File: src/rtl/cp_symbol_scheduler_if.sv
// Handshake and data bundle between the IFFT output stage, the symbol scheduler
// and the cyclic-prefix inserter.
interface cp_symbol_scheduler_if #(
  parameter int unsigned WIDTH = 20
);
  logic             frame_start;
  logic [7:0]       num_syms;
  logic             abort;
  logic             ifft_valid;
  logic [WIDTH-1:0] ifft_real;
  logic [WIDTH-1:0] ifft_imag;
  logic             ifft_ready;
  logic             din_valid;
  logic [5:0]       din_index;
  logic [WIDTH-1:0] cp_real_din;
  logic [WIDTH-1:0] cp_imag_din;
  logic             busy;
  logic [7:0]       sym_count;
  logic             frame_done;
  logic             underrun;

  modport master (
    output frame_start, num_syms, abort, ifft_valid, ifft_real, ifft_imag,
    input  ifft_ready, din_valid, din_index, cp_real_din, cp_imag_din,
    input  busy, sym_count, frame_done, underrun
  );

  modport slave (
    input  frame_start, num_syms, abort, ifft_valid, ifft_real, ifft_imag,
    output ifft_ready, din_valid, din_index, cp_real_din, cp_imag_din,
    output busy, sym_count, frame_done, underrun
  );
endinterface

File: src/rtl/cp_symbol_scheduler.sv
// Paces IFFT samples into the CP inserter as fixed 64-sample bursts followed by
// N_CP idle cycles, zero-filling underruns and reporting frame completion.
module cp_symbol_scheduler #(
  parameter int unsigned WIDTH = 20,
  parameter int unsigned N_FFT = 64,
  parameter int unsigned N_CP  = 16
) (
  input logic                  cp_clk,
  input logic                  cp_rst,
  cp_symbol_scheduler_if.slave bus
);

  typedef enum logic [1:0] {StIdle, StWait, StLoad, StGap} state_e;

  localparam logic [6:0] LastIdx = 7'(N_FFT - 1);
  localparam logic [6:0] LastGap = 7'(N_CP - 1);

  state_e           r_state;
  logic [6:0]       r_cnt;
  logic [7:0]       r_num_syms;
  logic [7:0]       r_sym_count;
  logic             r_din_valid;
  logic [5:0]       r_din_index;
  logic [WIDTH-1:0] r_real;
  logic [WIDTH-1:0] r_imag;
  logic             r_busy;
  logic             r_frame_done;
  logic             r_underrun;

  always_ff @(posedge cp_clk or posedge cp_rst) begin
    if (cp_rst) begin
      r_state      <= StIdle;
      r_cnt        <= '0;
      r_num_syms   <= '0;
      r_sym_count  <= '0;
      r_din_valid  <= 1'b0;
      r_din_index  <= '0;
      r_real       <= '0;
      r_imag       <= '0;
      r_busy       <= 1'b0;
      r_frame_done <= 1'b0;
      r_underrun   <= 1'b0;
    end else begin
      r_frame_done <= 1'b0;
      if (bus.abort && (r_state != StIdle)) begin
        // Drop the frame silently; sym_count keeps the progress made so far.
        r_state     <= StIdle;
        r_busy      <= 1'b0;
        r_cnt       <= '0;
        r_din_valid <= 1'b0;
        r_din_index <= '0;
        r_real      <= '0;
        r_imag      <= '0;
      end else begin
        unique case (r_state)
          StIdle: begin
            if (bus.frame_start && (bus.num_syms != 8'd0) && !bus.abort) begin
              r_num_syms  <= bus.num_syms;
              r_sym_count <= '0;
              r_underrun  <= 1'b0;
              r_busy      <= 1'b1;
              r_state     <= StWait;
            end
          end
          StWait: begin
            r_din_index <= '0;
            if (bus.ifft_valid) begin
              r_din_valid <= 1'b1;
              r_real      <= bus.ifft_real;
              r_imag      <= bus.ifft_imag;
              r_cnt       <= 7'd1;
              r_state     <= StLoad;
            end else begin
              r_din_valid <= 1'b0;
              r_real      <= '0;
              r_imag      <= '0;
            end
          end
          StLoad: begin
            // The burst never stretches: a missing sample becomes a zero.
            r_din_valid <= 1'b1;
            r_din_index <= r_cnt[5:0];
            if (bus.ifft_valid) begin
              r_real <= bus.ifft_real;
              r_imag <= bus.ifft_imag;
            end else begin
              r_real     <= '0;
              r_imag     <= '0;
              r_underrun <= 1'b1;
            end
            if (r_cnt == LastIdx) begin
              r_cnt   <= '0;
              r_state <= StGap;
            end else begin
              r_cnt <= r_cnt + 7'd1;
            end
          end
          StGap: begin
            r_din_valid <= 1'b0;
            r_din_index <= '0;
            r_real      <= '0;
            r_imag      <= '0;
            if (r_cnt == LastGap) begin
              r_cnt       <= '0;
              r_sym_count <= r_sym_count + 8'd1;
              if ((r_sym_count + 8'd1) == r_num_syms) begin
                r_frame_done <= 1'b1;
                r_busy       <= 1'b0;
                r_state      <= StIdle;
              end else begin
                r_state <= StWait;
              end
            end else begin
              r_cnt <= r_cnt + 7'd1;
            end
          end
          default: r_state <= StIdle;
        endcase
      end
    end
  end

  assign bus.ifft_ready  = (r_state == StWait) || (r_state == StLoad);
  assign bus.din_valid   = r_din_valid;
  assign bus.din_index   = r_din_index;
  assign bus.cp_real_din = r_real;
  assign bus.cp_imag_din = r_imag;
  assign bus.busy        = r_busy;
  assign bus.sym_count   = r_sym_count;
  assign bus.frame_done  = r_frame_done;
  assign bus.underrun    = r_underrun;

endmodule
File: src/flat_wrapper.sv
// flat-port wrapper written by rule: the top's interface ports become plain ports
module cp_symbol_scheduler_flat 
#(
  parameter int unsigned WIDTH = 20,
  parameter int unsigned N_FFT = 64,
  parameter int unsigned N_CP  = 16
)
  (cp_clk, cp_rst, bus_frame_start, bus_num_syms, bus_abort, bus_ifft_valid, bus_ifft_real, bus_ifft_imag, bus_ifft_ready, bus_din_valid, bus_din_index, bus_cp_real_din, bus_cp_imag_din, bus_busy, bus_sym_count, bus_frame_done, bus_underrun);
  cp_symbol_scheduler_if #(.WIDTH(WIDTH)) bus_i ();
  input logic cp_clk;
  input logic cp_rst;
  input wire logic [$bits(bus_i.frame_start)-1:0] bus_frame_start;
  input wire logic [$bits(bus_i.num_syms)-1:0] bus_num_syms;
  input wire logic [$bits(bus_i.abort)-1:0] bus_abort;
  input wire logic [$bits(bus_i.ifft_valid)-1:0] bus_ifft_valid;
  input wire logic [$bits(bus_i.ifft_real)-1:0] bus_ifft_real;
  input wire logic [$bits(bus_i.ifft_imag)-1:0] bus_ifft_imag;
  output wire logic [$bits(bus_i.ifft_ready)-1:0] bus_ifft_ready;
  output wire logic [$bits(bus_i.din_valid)-1:0] bus_din_valid;
  output wire logic [$bits(bus_i.din_index)-1:0] bus_din_index;
  output wire logic [$bits(bus_i.cp_real_din)-1:0] bus_cp_real_din;
  output wire logic [$bits(bus_i.cp_imag_din)-1:0] bus_cp_imag_din;
  output wire logic [$bits(bus_i.busy)-1:0] bus_busy;
  output wire logic [$bits(bus_i.sym_count)-1:0] bus_sym_count;
  output wire logic [$bits(bus_i.frame_done)-1:0] bus_frame_done;
  output wire logic [$bits(bus_i.underrun)-1:0] bus_underrun;
  assign bus_i.frame_start = bus_frame_start;
  assign bus_i.num_syms = bus_num_syms;
  assign bus_i.abort = bus_abort;
  assign bus_i.ifft_valid = bus_ifft_valid;
  assign bus_i.ifft_real = bus_ifft_real;
  assign bus_i.ifft_imag = bus_ifft_imag;
  assign bus_ifft_ready = bus_i.ifft_ready;
  assign bus_din_valid = bus_i.din_valid;
  assign bus_din_index = bus_i.din_index;
  assign bus_cp_real_din = bus_i.cp_real_din;
  assign bus_cp_imag_din = bus_i.cp_imag_din;
  assign bus_busy = bus_i.busy;
  assign bus_sym_count = bus_i.sym_count;
  assign bus_frame_done = bus_i.frame_done;
  assign bus_underrun = bus_i.underrun;
  cp_symbol_scheduler #(.WIDTH(WIDTH), .N_FFT(N_FFT), .N_CP(N_CP)) u_core (.cp_clk(cp_clk), .cp_rst(cp_rst), .bus(bus_i));
endmodule
File: config.mk
export PLATFORM = sky130hd
export DESIGN_NAME = cp_symbol_scheduler_flat
export DESIGN_NICKNAME = d
export VERILOG_FILES = /design/src/rtl/cp_symbol_scheduler_if.sv /design/src/rtl/cp_symbol_scheduler.sv /design/src/flat_wrapper.sv
export SDC_FILE = /design/constraint.sdc
export NUM_CORES = 1
export LEC_CHECK = 0
export BUFFER_PORTS_ARGS = -buffer_cell sky130_fd_sc_hd__buf_2
export CORE_MARGIN = 4
export CORE_UTILIZATION = 55
export CTS_CLUSTER_DIAMETER = 40
export DETAILED_ROUTE_END_ITERATION = 8
export GPL_TIMING_DRIVEN = 0
export PLACE_DENSITY_LB_ADDON = 0.08
export SLEW_MARGIN = 10
export SYNTH_ARGS = -nofsm -noshare
export SYNTH_HDL_FRONTEND = slang
export SYNTH_SLANG_ARGS = --single-unit
export TNS_END_PERCENT = 10
File: constraint.sdc
create_clock -name cp_clk -period 5.7 [get_ports cp_clk]
set_clock_uncertainty 0.2 [all_clocks]
set_input_delay 0.285 -clock cp_clk [delete_from_list [all_inputs] [get_ports cp_clk]]
set_output_delay 0.285 -clock cp_clk [all_outputs]
set_load 0.03 [all_outputs]
==> impl_metrics.tcl, run 1 <==
set metrics [dict create \
    cp-end-kind "register" \
    synth_nets 364 \
    ff2ff_setup_slack_ns 2.89 \
    start_util 0.574 \
    critPathKind "register to register" \
    hold-path-cell-count 3 \
    place.gp.congestion 0.806 \
    slew_headroom 0.408 \
    preCtsSetupSlack_ns 2.98 \
    timing.final.crit_share 0.493 \
    critPathLaunchType "register" \
    synthArstFlopShare 1.00 \
    ant_nets 0 \
    avgRoutedWirePerCell_um 18.4 \
    yosysTopAreaCellShare 0.542 \
    min_from "bus_ifft_valid" \
    hpwlAfterDp_um 6440 \
    cts.sinks 75 \
    rows 28 \
    postSynthCellCount 304 \
    ys_ff_latch 75 \
    nNetsFinal 536 \
    maxCapViolCount 0 \
    viasPerCell 5.83 \
    vdd_drop_max_mv 0.316 \
    post-route-min-period_ns 2.81 \
    crit_path_max_fanout 10 \
    setup_viol 0 \
    ys.flop_type "dfrtp_1" \
    grt_pass1_vias 3247 \
    die_area_mm2 0.00762 \
    finalHoldViolCount 0 \
    cts_tree "done" \
    track_usage 0.280 \
    drt_wl_total_um 10200 \
    clk_pin_slew_ns 0.08 \
    dr.pass1.iters 6 \
    final_layout_size_suffix_gt1_frac 0.316 \
    numPortBuffers 111 \
    finalNonFillerCells 556 \
    cts_made_buffers 9 \
    tightest_slew_ns 0.880 \
    synth.distinct_cells 46 \
    rsz0062_at_grt "no" \
    num_io_pins 112 \
    reg2regPathDepth 7 \
    p_leak_nw 2.42 \
    antennaDiodeCount 0 \
    num_vias 3239 \
    fin_tns_setup_ns 0 \
    insertion_delay_ns 0.35 \
    nFillCells 360 \
    r2r-end "u_core.bus.cp_imag_din[12]$_DFFE_PP0P_" \
    ys_warn_count 0 \
    cts_root_buf "clkbuf_8" \
    htreeDepth 3 \
    power.density_mw_per_mm2 477 \
    ys_seq_area_frac 0.542 \
    antenna_found_initial 0 \
    drt_iter0_drc 156 \
    timing.rr.start "u_core.r_state[1]$_DFFE_PP0P_" \
    status "complete, no violations" \
    grt.overflow.total 0 \
    syn_to_final_growth_pct 39.9 \
    critPathArrivalTime_ns 2.89 \
    synth_area_leaders "dfrtp_1, a22o_1, mux2_2" \
    hold_end "u_core.bus.din_valid$_DFFE_PP0P_" \
    drc_errors 0 \
    syn_area_mm2 0.00346 \
    grt_max_degree 53 \
    post_cts_resized 0 \
    cts_setup_buffers 0 \
    setup_slack_ns 2.89 \
    die_h_um 87.3 \
    ff_latch_area_mm2 0.00188 \
    fmax_mhz 356 \
    avgSynthCellArea_um2 11.4 \
    multi_input_area_mm2 0.00148 \
    core_mm2 0.00603 \
    die_w_um 87.3 \
    dp.cells 491 \
    yosysTopAreaCell "dfrtp_1" \
    critPathRequiredTime_ns 5.78 \
    hold_ws_ns 0.135 \
    slew_violations 0 \
    synth-edff-count 0 \
    clockBufferDepth 2 \
    hold_class "input port to register" \
    final_util 0.803 \
    grt_pass1_wl_um 16300 \
]
[worst max-delay path, cell delays in order (launching register included)]
cell and delay (ns):
dfrtp_1 0.42, inv_1 0.15, ha_1 0.18, clkbuf_1 0.28, nor2_1 0.20, nor4b_1 0.62
clkbuf_1 0.45, a22o_1 0.25
[flip-flops by register name (all words and copies together), names as in the netlist]
| signal | cells |
|---|---|
| u_core.r_cnt | 7 |
| u_core.bus.din_index | 6 |
| u_core.bus.cp_real_din | 20 |
| u_core.bus.cp_imag_din | 20 |
| u_core.r_state | 2 |
| u_core.r_num_syms | 8 |
| u_core.bus.din_valid | 1 |
| u_core.bus.sym_count | 8 |
| u_core.bus.underrun | 1 |
| u_core.bus.busy | 1 |
| u_core.bus.frame_done | 1 |
[synth_stat cells, types with 2 or more instances]
master    instances
a21oi_1           9
a22o_1           47
and2_1            2
buf_2             2
clkbuf_1         14
dfrtp_1          75
ha_1              7
inv_1             8
mux2_2            8
mux2i_1           2
nand2_1          20
nand3_1           9
nor2_1           11
nor2b_1           5
nor3_1            6
nor4b_1           2
o21ai_0          17
o21ai_1          14
o31ai_1           4
o31ai_2           4
or3_1             2
or4_1             2
xnor2_1           9
xor2_1            3
[worst max-delay path by stage]
stage / start / end / slack [ns]
5_1_grt: u_core.r_state[1]$_DFFE_PP0P_ / u_core.bus.cp_imag_din[12]$_DFFE_PP0P_ / 2.63
6_report: u_core.r_state[1]$_DFFE_PP0P_ / u_core.bus.cp_imag_din[12]$_DFFE_PP0P_ / 2.89
4_1_cts: u_core.bus.sym_count[0]$_DFFE_PP0P_ / u_core.bus.busy$_DFFE_PP0P_ / 2.95
2_1_floorplan: u_core.bus.sym_count[0]$_DFFE_PP0P_ / u_core.bus.frame_done$_DFF_PP0_ / 3.17
3_5_place_dp: u_core.bus.sym_count[0]$_DFFE_PP0P_ / u_core.bus.busy$_DFFE_PP0P_ / 2.98
3_3_place_gp: cp_rst / u_core.r_cnt[4]$_DFFE_PP0P_ / 2.46
[metrics by stage]
stage | power, mW | instance area, um2
global placement | 1.80 | 4110
floorplan | 1.53 | 3460
global route | 2.44 | 4840
detailed placement | 1.83 | 4140
CTS | 2.28 | 4840
finish | 2.31 | 4840
[routing by layer]
| metal | share of wire | routed length (um) | vias to the layer above | GRT usage |
|---|---|---|---|---|
| met3 | 0.086 | 880 | 29 | 0.0710 |
| met2 | 0.48 | 4940 | 167 | 0.464 |
| met5 | 0 | 0 | - | 0 |
| met4 | 0.024 | 249 | 0 | 0.114 |
| met1 | 0.41 | 4150 | 1561 | 0.349 |
| li1 | - | - | 1482 | - |
[area by class of cell]
type	count	area share
repair buffers	161	0.222
multi-input cells	204	0.306
plain buffers	17	0.0153
clock buffers	10	0.0284
well taps	75	0.0194
inverters	8	0.00672
clock inverters	6	0.0147
flip-flops and latches	75	0.388
[kinds of logic after synthesis]
group                    share of synthesized area
AND/OR/NAND/NOR                              0.108
buffers and inverters                       0.0300
AO/OA/AOI/OAI                                0.229
multiplexers                                0.0351
adder cells (fa/ha/maj)                     0.0253
flip-flops                                   0.542
XOR/XNOR                                    0.0304
[what timing repair did]
| item | 4_1_cts | 5_1_grt |
|---|---|---|
| endpoints found under the hold margin | 71 | 0 |
| hold buffers | 49 | 0 |
| endpoints found under the setup margin | 0 | 0 |
[cells in the final DEF, fill, tap and decap left out, types with 2 or more instances in the layout]
| cell type | instances |
|---|---|
| clkbuf_1 | 14 |
| mux2_2 | 8 |
| nor4b_1 | 2 |
| o21ai_0 | 17 |
| xnor2_1 | 9 |
| clkinvlp_4 | 2 |
| and2_1 | 2 |
| xor2_1 | 3 |
| nor2b_1 | 5 |
| o31ai_2 | 4 |
| a22o_1 | 47 |
| inv_1 | 7 |
| nor2_1 | 11 |
| nand2_1 | 20 |
| o21ai_1 | 14 |
| clkbuf_8 | 10 |
| or3_1 | 2 |
| inv_6 | 2 |
| ha_1 | 7 |
| or4_1 | 2 |
| dfrtp_1 | 75 |
| mux2i_1 | 2 |
| o31ai_1 | 4 |
| nor3_1 | 6 |
| dlygate4sd3_1 | 49 |
| nand3_1 | 9 |
| a21oi_1 | 9 |
| buf_2 | 113 |
[where the power goes]
| part | switching (mW) | leakage [nW] | internal (mW) |
|---|---|---|---|
| clock | 0.211 | 0.0995 | 0.218 |
| combinational | 0.692 | 1.32 | 0.373 |
| sequential | 0.118 | 0.997 | 0.699 |
Power figures use the tool's default switching activity.
==> inputs of run 2 (changes only) <==
- CORE_UTILIZATION: 55 -> 46
- clock period: 5.7 -> 2.45 ns (I/O delays scaled with it)
==> impl_metrics.tcl, run 2 (synthesized netlist as in run 1, its figures left out) <==
set metrics [dict create \
    layout_commonest_cell "buf_2" \
    ff_latch_area_mm2 0.00188 \
    power.density_mw_per_mm2 1070 \
    maxCapViolCount 0 \
    cts_root_buf "clkbuf_8" \
    syn_to_final_growth_pct 42.4 \
    final_cell_mix "buf_2, dfrtp_1, dlygate4sd3_1" \
    numPortBuffers 111 \
    drt_wl_total_um 9630 \
    rsz0062_at_grt "yes" \
    critPathRequiredTime_ns 2.48 \
    drt_iter0_drc 103 \
    core_mm2 0.00729 \
    preCtsSetupSlack_ns -0.316 \
    antenna_found_initial 0 \
    drc_errors 0 \
    tightest_slew_ns 0.616 \
    track_usage 0.222 \
    crit_chain "dlygate4sd3_1 -> buf_2 -> or4_1 -> o21ai_4 -> nor2_1 -> nand2_1 -> mux2_2" \
    hold_class "input port to register" \
    clockBufferDepth 2 \
    critPathLaunchType "input port" \
    avgRoutedWirePerCell_um 16.6 \
    dr.pass1.iters 4 \
    antennaDiodeCount 0 \
    grt_pass1_wl_um 15400 \
    p_leak_nw 2.44 \
    finalHoldViolCount 0 \
    crit_path_max_incr_delay_ns 0.57 \
    multi_input_area_mm2 0.00155 \
    cts_tree "done" \
    clk_pin_slew_ns 0.08 \
    setup_viol 0 \
    place.gp.congestion 0.843 \
    vdd_drop_max_mv 0.703 \
    grt_max_degree 39 \
    ant_nets 0 \
    insertion_delay_ns 0.34 \
    setup_slack_ns 0.0707 \
    cts_setup_buffers 0 \
    cp-end-kind "register" \
    finalNonFillerCells 580 \
    die_h_um 94.7 \
    grt.overflow.total 0 \
    num_vias 3089 \
    cts_made_buffers 9 \
    final_layout_size_suffix_gt1_frac 0.351 \
    crit_path_max_fanout 8 \
    critPathArrivalTime_ns 2.41 \
    start_util 0.474 \
    nFillCells 575 \
    viasPerCell 5.33 \
    die_area_mm2 0.00897 \
    hpwlAfterDp_um 6180 \
    nNetsFinal 536 \
    cts.sinks 75 \
    timing.final.crit_share 0.971 \
    fmax_mhz 420 \
    post-route-min-period_ns 2.38 \
    hold_ws_ns 0.111 \
    num_io_pins 112 \
    status "complete, no violations" \
    grt_pass1_vias 3097 \
    crit_buf_inv 2 \
    die_w_um 94.7 \
    critPathKind "input port to register" \
    cpLargestDelayFamily "simple AND/OR/NAND/NOR gates" \
    slew_headroom 0.588 \
    rows 31 \
    slew_violations 0 \
    dp.cells 515 \
    htreeDepth 3 \
    crit_slowest_cell "or4_1" \
    power_mw 5.29 \
]
run 2: cell types whose count changed in the layout (fill, tap and decap cells not counted), moves of 2 or more:
cell,change
dfrtp_1,-3
dlygate4sd3_1,+2
clkinv_2,+3
ha_1,-3
ha_2,+2
clkbuf_1,-9
clkbuf_2,+7
dfrtp_2,+3
run 2: cell type report:
type | count | share of cell area
multi-input combinational | 204 | 0.315
clock buffer | 10 | 0.0279
inverter | 8 | 0.00660
tap | 99 | 0.0251
timing repair buffer | 163 | 0.220
sequential | 75 | 0.382
buffer | 15 | 0.0152
clock inverter | 6 | 0.00813
run 2: worst register-to-register path, cell delays in order, from the launching register on:
cell       delay, ns
dfrtp_1         0.35
buf_2           0.20
and4_4          0.27
nand2_2         0.08
xnor2_1         0.13
or3_1           0.35
a2111oi_4       0.45
nor3b_2         0.24
run 2: per-layer routing:
metal	vias to the layer above	share of wire	GRT usage
li1	1474	-	-
met1	1506	0.45	0.289
met2	98	0.47	0.369
met3	11	0.063	0.0470
met4	0	0.012	0.0709
met5	-	0	0
run 2: where the power goes:
part / total [mW] / leakage [nW] / switching [mW] / internal [mW]
clock: 0.875 / 0.0924 / 0.479 / 0.395
combinational: 2.54 / 1.36 / 1.62 / 0.913
sequential: 1.88 / 0.993 / 0.251 / 1.63
total: 5.29 / 2.44 / 2.35 / 2.94
run 2: metrics by stage:
step                utilization  area, um2   TNS, ns
detailed placement        0.571       4160    -11.77
global route              0.676       4930  -0.00792
CTS                       0.670       4880   -0.0245
floorplan                     -       3460         0
global placement          0.568       4140    -65.15
finish                    0.676       4930         0
run 2: final timing paths:
kind	startpoint	to	slack (ns)	cells past startpoint
min in group asynchronous	cp_rst	u_core.bus.cp_real_din[15]$_DFFE_PP0P_	0.17	3
max reg2reg	u_core.bus.sym_count[3]$_DFFE_PP0P_	u_core.bus.frame_done$_DFF_PP0_	0.09	7
min	bus_frame_start	u_core.bus.underrun$_DFFE_PP0P_	0.11	5
min reg2reg	u_core.bus.din_valid$_DFFE_PP0P_	u_core.bus.din_valid$_DFFE_PP0P_	0.28	2
max in group asynchronous	cp_rst	u_core.bus.sym_count[0]$_DFFE_PP0P_	1.30	4
max	bus_num_syms[5]	u_core.r_num_syms[5]$_DFFE_PP0P_	0.07	7
run 2: timing repair:
action | 4_1_cts | 5_1_grt
gates resized for setup | 9 | 13
hold buffers | 51 | 0
setup endpoints to repair | 50 | 63
endpoints found under the hold margin | 88 | 0
